[src/rtl/alu_result_stage.sv]
// Two-entry skid buffer holding ALU results (plus carry/overflow and optional zero/negative flags) for the control unit.
// Optional feature: define ALU_RESULT_FLAGS_EN to build zero/negative flag capture and storage.
module alu_result_stage #(
    parameter int WIDTH = 32
) (
    input  logic             clk,
    input  logic             reset,
    input  logic             in_valid,
    input  logic [WIDTH-1:0] in_result,
    input  logic             in_carry,
    input  logic             in_overflow,
    output logic             in_ready,
    output logic             out_valid,
    input  logic             out_ready,
    output logic [WIDTH-1:0] out_result,
    output logic             out_carry,
    output logic             out_overflow,
    output logic             out_zero,
    output logic             out_negative
);

    typedef enum logic [1:0] {
        EMPTY = 2'd0,
        ONE   = 2'd1,
        FULL  = 2'd2
    } state_t;

    typedef struct packed {
        logic [WIDTH-1:0] result;
        logic             carry;
        logic             overflow;
`ifdef ALU_RESULT_FLAGS_EN
        logic             zero;
        logic             negative;
`endif
    } entry_t;

    state_t state_q, state_d;
    entry_t head_q, head_d;
    entry_t tail_q, tail_d;
    logic   out_valid_q, out_valid_d;
    logic   full_q, full_d;
    entry_t in_entry;
    logic   push, pop;

    // Handshake outputs come from registered state; reset gates in_ready directly.
    assign in_ready  = !full_q && !reset;
    assign out_valid = out_valid_q;
    assign push      = in_valid && in_ready;
    assign pop       = out_valid_q && out_ready;

    always_comb begin
        in_entry          = '0;
        in_entry.result   = in_result;
        in_entry.carry    = in_carry;
        in_entry.overflow = in_overflow;
`ifdef ALU_RESULT_FLAGS_EN
        in_entry.zero     = ~|in_result;
        in_entry.negative = in_result[WIDTH-1];
`endif
    end

    always_comb begin
        state_d = state_q;
        head_d  = head_q;
        tail_d  = tail_q;
        case (state_q)
            EMPTY: begin
                if (push) begin
                    head_d  = in_entry;
                    state_d = ONE;
                end
            end
            ONE: begin
                case ({push, pop})
                    2'b10: begin
                        tail_d  = in_entry;
                        state_d = FULL;
                    end
                    2'b01: state_d = EMPTY;
                    2'b11: head_d = in_entry;
                    default: ;
                endcase
            end
            FULL: begin
                if (pop) begin
                    head_d  = tail_q;
                    state_d = ONE;
                end
            end
            default: state_d = EMPTY;
        endcase
        out_valid_d = (state_d != EMPTY);
        full_d      = (state_d == FULL);
    end

    always_ff @(posedge clk) begin
        if (reset) begin
            state_q     <= EMPTY;
            head_q      <= '0;
            tail_q      <= '0;
            out_valid_q <= 1'b0;
            full_q      <= 1'b0;
        end else begin
            state_q     <= state_d;
            head_q      <= head_d;
            tail_q      <= tail_d;
            out_valid_q <= out_valid_d;
            full_q      <= full_d;
        end
    end

    assign out_result   = head_q.result;
    assign out_carry    = head_q.carry;
    assign out_overflow = head_q.overflow;
`ifdef ALU_RESULT_FLAGS_EN
    assign out_zero     = head_q.zero;
    assign out_negative = head_q.negative;
`else
    assign out_zero     = 1'b0;
    assign out_negative = 1'b0;
`endif

endmodule

[config.mk]
export PLATFORM = sky130hd
export DESIGN_NAME = alu_result_stage
export DESIGN_NICKNAME = d
export VERILOG_FILES = /design/src/rtl/alu_result_stage.sv
export SDC_FILE = /design/constraint.sdc
export NUM_CORES = 1
export LEC_CHECK = 0
export CAP_MARGIN = 30
export CORE_MARGIN = 3
export CORE_UTILIZATION = 45
export DETAILED_ROUTE_END_ITERATION = 10
export HOLD_SLACK_MARGIN = 0.06
export PLACE_DENSITY = 0.76
export SETUP_SLACK_MARGIN = 0.2
export SLEW_MARGIN = 20
export SYNTH_ARGS = -nofsm -noshare
export SYNTH_HDL_FRONTEND = slang
export SYNTH_SLANG_ARGS = --single-unit
[constraint.sdc]
create_clock -name clk -period 1.6 [get_ports clk]
set_input_delay 0.32 -clock clk [delete_from_list [all_inputs] [get_ports clk]]
set_output_delay 0.32 -clock clk [all_outputs]
set_load 0.01 [all_outputs]
Word level (Yosys, flattened, before mapping)
Cells that the tools add are included.
Widths: inputs -> output; s select.

storage, ports and cells
  register bits = 72
  bits of input ports = 38
  output and inout port bits = 38
  logic and storage cells = 36

cells by class
  eq/ne operators = 9
  multiplexer cells = 8
  reduce and logical (&&, ||, !) cells = 10

operator list
  cell                number
  $mux 34             3
  $pmux 34 s3         1
  $eq 2x2->1 const B  4
  $pmux 2 s3          1
  $eq 2x1->1 const B  2
  $mux 2              2
  $ne 2x2->1 const B  2
  $pmux 2 s2          1
  $reduce_and 4->1    1
  $logic_and 1x1->1   3
  $reduce_bool 3->1   1
  $logic_not 1->1     2
  $logic_not 2->1     1
  $ne 2x1->1 const B  1
  $reduce_and 2->1    1
  $reduce_bool 2->1   1

Longest topological paths before layout
  depth after elaboration = 7
  depth in mapped cells = 5
  mapped depth without buffers = 3

Least setup slack after synthesis
No wires, ideal clock.

  path kind = register -> register
  start = register state_q[1]
  end = register head_q (netlist bit out_carry)
  library setup time = 0.134 ns
  arrival = 1.460 ns
  required time = 1.466 ns
  path slack = 0.006 ns
  cell stages (with the launch flop) = 6
  path buffers = 2
  clock period less this slack = 1.594 ns
  cell sequence = dfxtp_1 -> or4b_1 -> buf_2 -> o22ai_4 -> buf_6 -> a211oi_1

between the ends
  cells in the longest elaborated chain, start to end = 3
  elaborated cells on any way between the ends = 9
  classes of those cells = eq/ne: 5; mux: 1; reduce/logical: 3

RTL lines
  item                                                       line  text
  from (decl)                                                38    state_t state_q, state_d;
  from (signal assigned)                                     105   state_q <= state_d;
  $eq 2x1->1, or another cell as far along                   67    case (state_q)
  $ne 2x1->1 (no source line), or another cell as far along  n/a
  $reduce_and 4->1 (no source line)                          n/a
  to (signal assigned)                                       100   head_q <= '0;
  to (signal assigned)                                       106   head_q <= head_d;
  to (decl)                                                  39    entry_t head_q, head_d;

Several ways; a longest one is shown, not always the timed one.
A chain may end at the register's enable or synchronous reset.

Final worst setup path
  start = register state_q[1]
  end = register head_q (netlist bit out_result[22])

The elaborated chain is that of the path after synthesis.

==> impl_metrics.ini <==
[outcome]
status = finished, final reports clean

[floorplan]
die_h_um = 89.7
start_util_pct = 48.0
die_w_um = 89.7
ioPinCount = 76
row_count = 29
coreArea_mm2 = 0.00657
die_area_mm2 = 0.00805

[cells_and_area]
utilization_pct = 68.2
syn_to_final_growth_pct = 41.9
nets = 451
diodes = 0
final_layout_size_suffix_gt1_share_pct = 17.9
final_common_cell = dfxtp_1
mostFrequentLayoutCells = dfxtp_1, a211oi_1, dlygate4sd2_1
stdcell_count = 511

[routing]
firstDrtPassIters = 5
vias_per_cell = 5.79
routed_wl_um = 8670
drt-initial-drc-count = 142
vias = 2959
drc = 0
wire_per_inst_um = 17.0
ant_nets = 0

[clock_tree]
cts_tree = done
cts-buffers-inserted = 9
clkLatencyLatePin_ns = 0.34
h-tree-depth = 3
ctsHoldBuffers = 0
root_buffer = clkbuf_8
clk_pin_slew_worst_paths_ns = 0.08
cts.sinks = 72
clockBufferDepth = 2

[power_and_ir_drop]
p_per_area_mw_per_mm2 = 928
ir_worst_vdd_v = 0.000493
power.leakage_nw = 1.89

[place]
dp_cells = 488
gp_routability_congestion = 0.773
hpwl_um = 5270
pre_cts_ws_ns = -0.380
io_buffers = 73

[timing]
hold_viol_final = 0
fmax_mhz = 630
fin_crit_ns = 1.59
fin_crit_sh_pct = 99.2
setup_viol = 0
hold_slack_ns = 0.475
rsz0062_at_grt = true
worst_slack_ns = 0.0122
worst_clock_skew_ns = 0.0111
slew_viol_final = 0

[worst_setup_path]
crit_type = reg -> reg
endpoint_kind = flip-flop
crit_fanout = 27
worstPathArrival_ns = 1.80
required_ns = 1.81
critPathLaunchType = flip-flop

[global_route]
antenna_found_initial = 0
grt_overflow = 0
track_usage_pct = 21.5
grt_pass1_wl_um = 14300
grt_pass1_vias = 2904
grt_max_degree = 41

[flow_run]
max_cap_viol_count = 0

[yosys]
synthTopCellsByArea = dfxtp_1, a211oi_1, mux2i_1, a21oi_1, nand3_1
yosys_warnings = 0
synth_area_mm2 = 0.00316
synth_cell_types = 26
yosys.area.top_type = dfxtp_1
ys_seq_elements = 72
syn_area_per_cell_um2 = 9.39
synthCells = 336
ys_seq_area_share_pct = 45.7
synth_top_cell_area_share_pct = 45.7

[worst_hold_path]
hp-class = reg -> reg
where the power goes:
part           switching [mW]  internal (mW)  leakage (nW)
Combinational           0.434          0.437          1.21
Clock                   0.680          0.642        0.0951
Sequential             0.0654           1.90         0.589
Total                    1.18           2.97          1.89
path summary, 6_finish.rpt:
check                                start             end  slack, ns  cells after the start
worst max-delay path            state_q[1]  out_result[22]       0.01                      4
worst min-delay path            tail_q[25]      tail_q[25]       0.48                      2
worst max register to register  state_q[1]  out_result[22]       0.01                      4
worst min register to register  tail_q[25]      tail_q[25]       0.48                      2
timing repair:
action | CTS | global route
setup endpoints to repair | 105 | 73
endpoints found under the hold margin | 0 | 0
resized for setup | 46 | 30
cloned | 1 | 2
pin swaps | 0 | 15
setup buffers | 3 | 1
final cells by class:
| type | count | area (um2) |
|---|---|---|
| fill | 547 | 2090 |
| tap | 93 | 116 |
| multi-input combinational | 223 | 1600 |
| timing repair buffer | 107 | 1120 |
| clock buffer | 11 | 151 |
| clock inverter | 5 | 31.3 |
| sequential | 72 | 1450 |
synth_stat cells (all sizes together):
cell type	number
a2111oi	1
a211oi	69
a21bo	1
a21boi	1
a21oi	34
a221oi	2
and4b	1
buf	16
clkbuf	26
conb	1
dfxtp	72
mux2i	34
nand2	2
nand2b	1
nand3	34
nor2	1
nor2b	1
nor3	1
nor4b	1
o21a	1
o21ai	34
o22ai	1
or4b	1
state kept, by name (all words and copies together), names as in the netlist:
name,count
out_result,32
full_q,1
out_valid,1
out_overflow,1
tail_q,34
out_carry,1
state_q,2
cell families (layout without fill, tap and decap cells):
kind of cell,Yosys count,in the layout,synth area share (%)
compound gates,144,144,29.6
buf+inv,42,123,6.42
simple gates,43,43,7.41
flops,72,72,45.7
other cells,1,2,0.119
mux,34,34,10.8
critical path, cell delays in order, from the launching register on:
cell and delay (ns):
dfxtp_4 0.35, or4b_4 0.55, o22ai_4 0.24, buf_12 0.21
a211oi_1 0.09
layer usage:
metal  GRT usage (%)  vias up  routed length [um]
li1                -     1439                   -
met1            28.5     1398                3830
met4            6.26        0                  72
met5               0        -                   0
met2            33.9      115                4180
met3            6.34        7                 585
per-stage QoR:
stage / TNS, ns / cell area, um2 / power [mW]
2_1_floorplan: 0 / 3170 / 2.41
3_3_place_gp: -20.10 / 4140 / 2.84
3_5_place_dp: -22.71 / 4140 / 2.86
4_1_cts: 0 / 4350 / 4.13
5_1_grt: -0.507 / 4480 / 4.37
6_report: 0 / 4480 / 4.15
No activity file was read; power rests on OpenSTA's default activity.
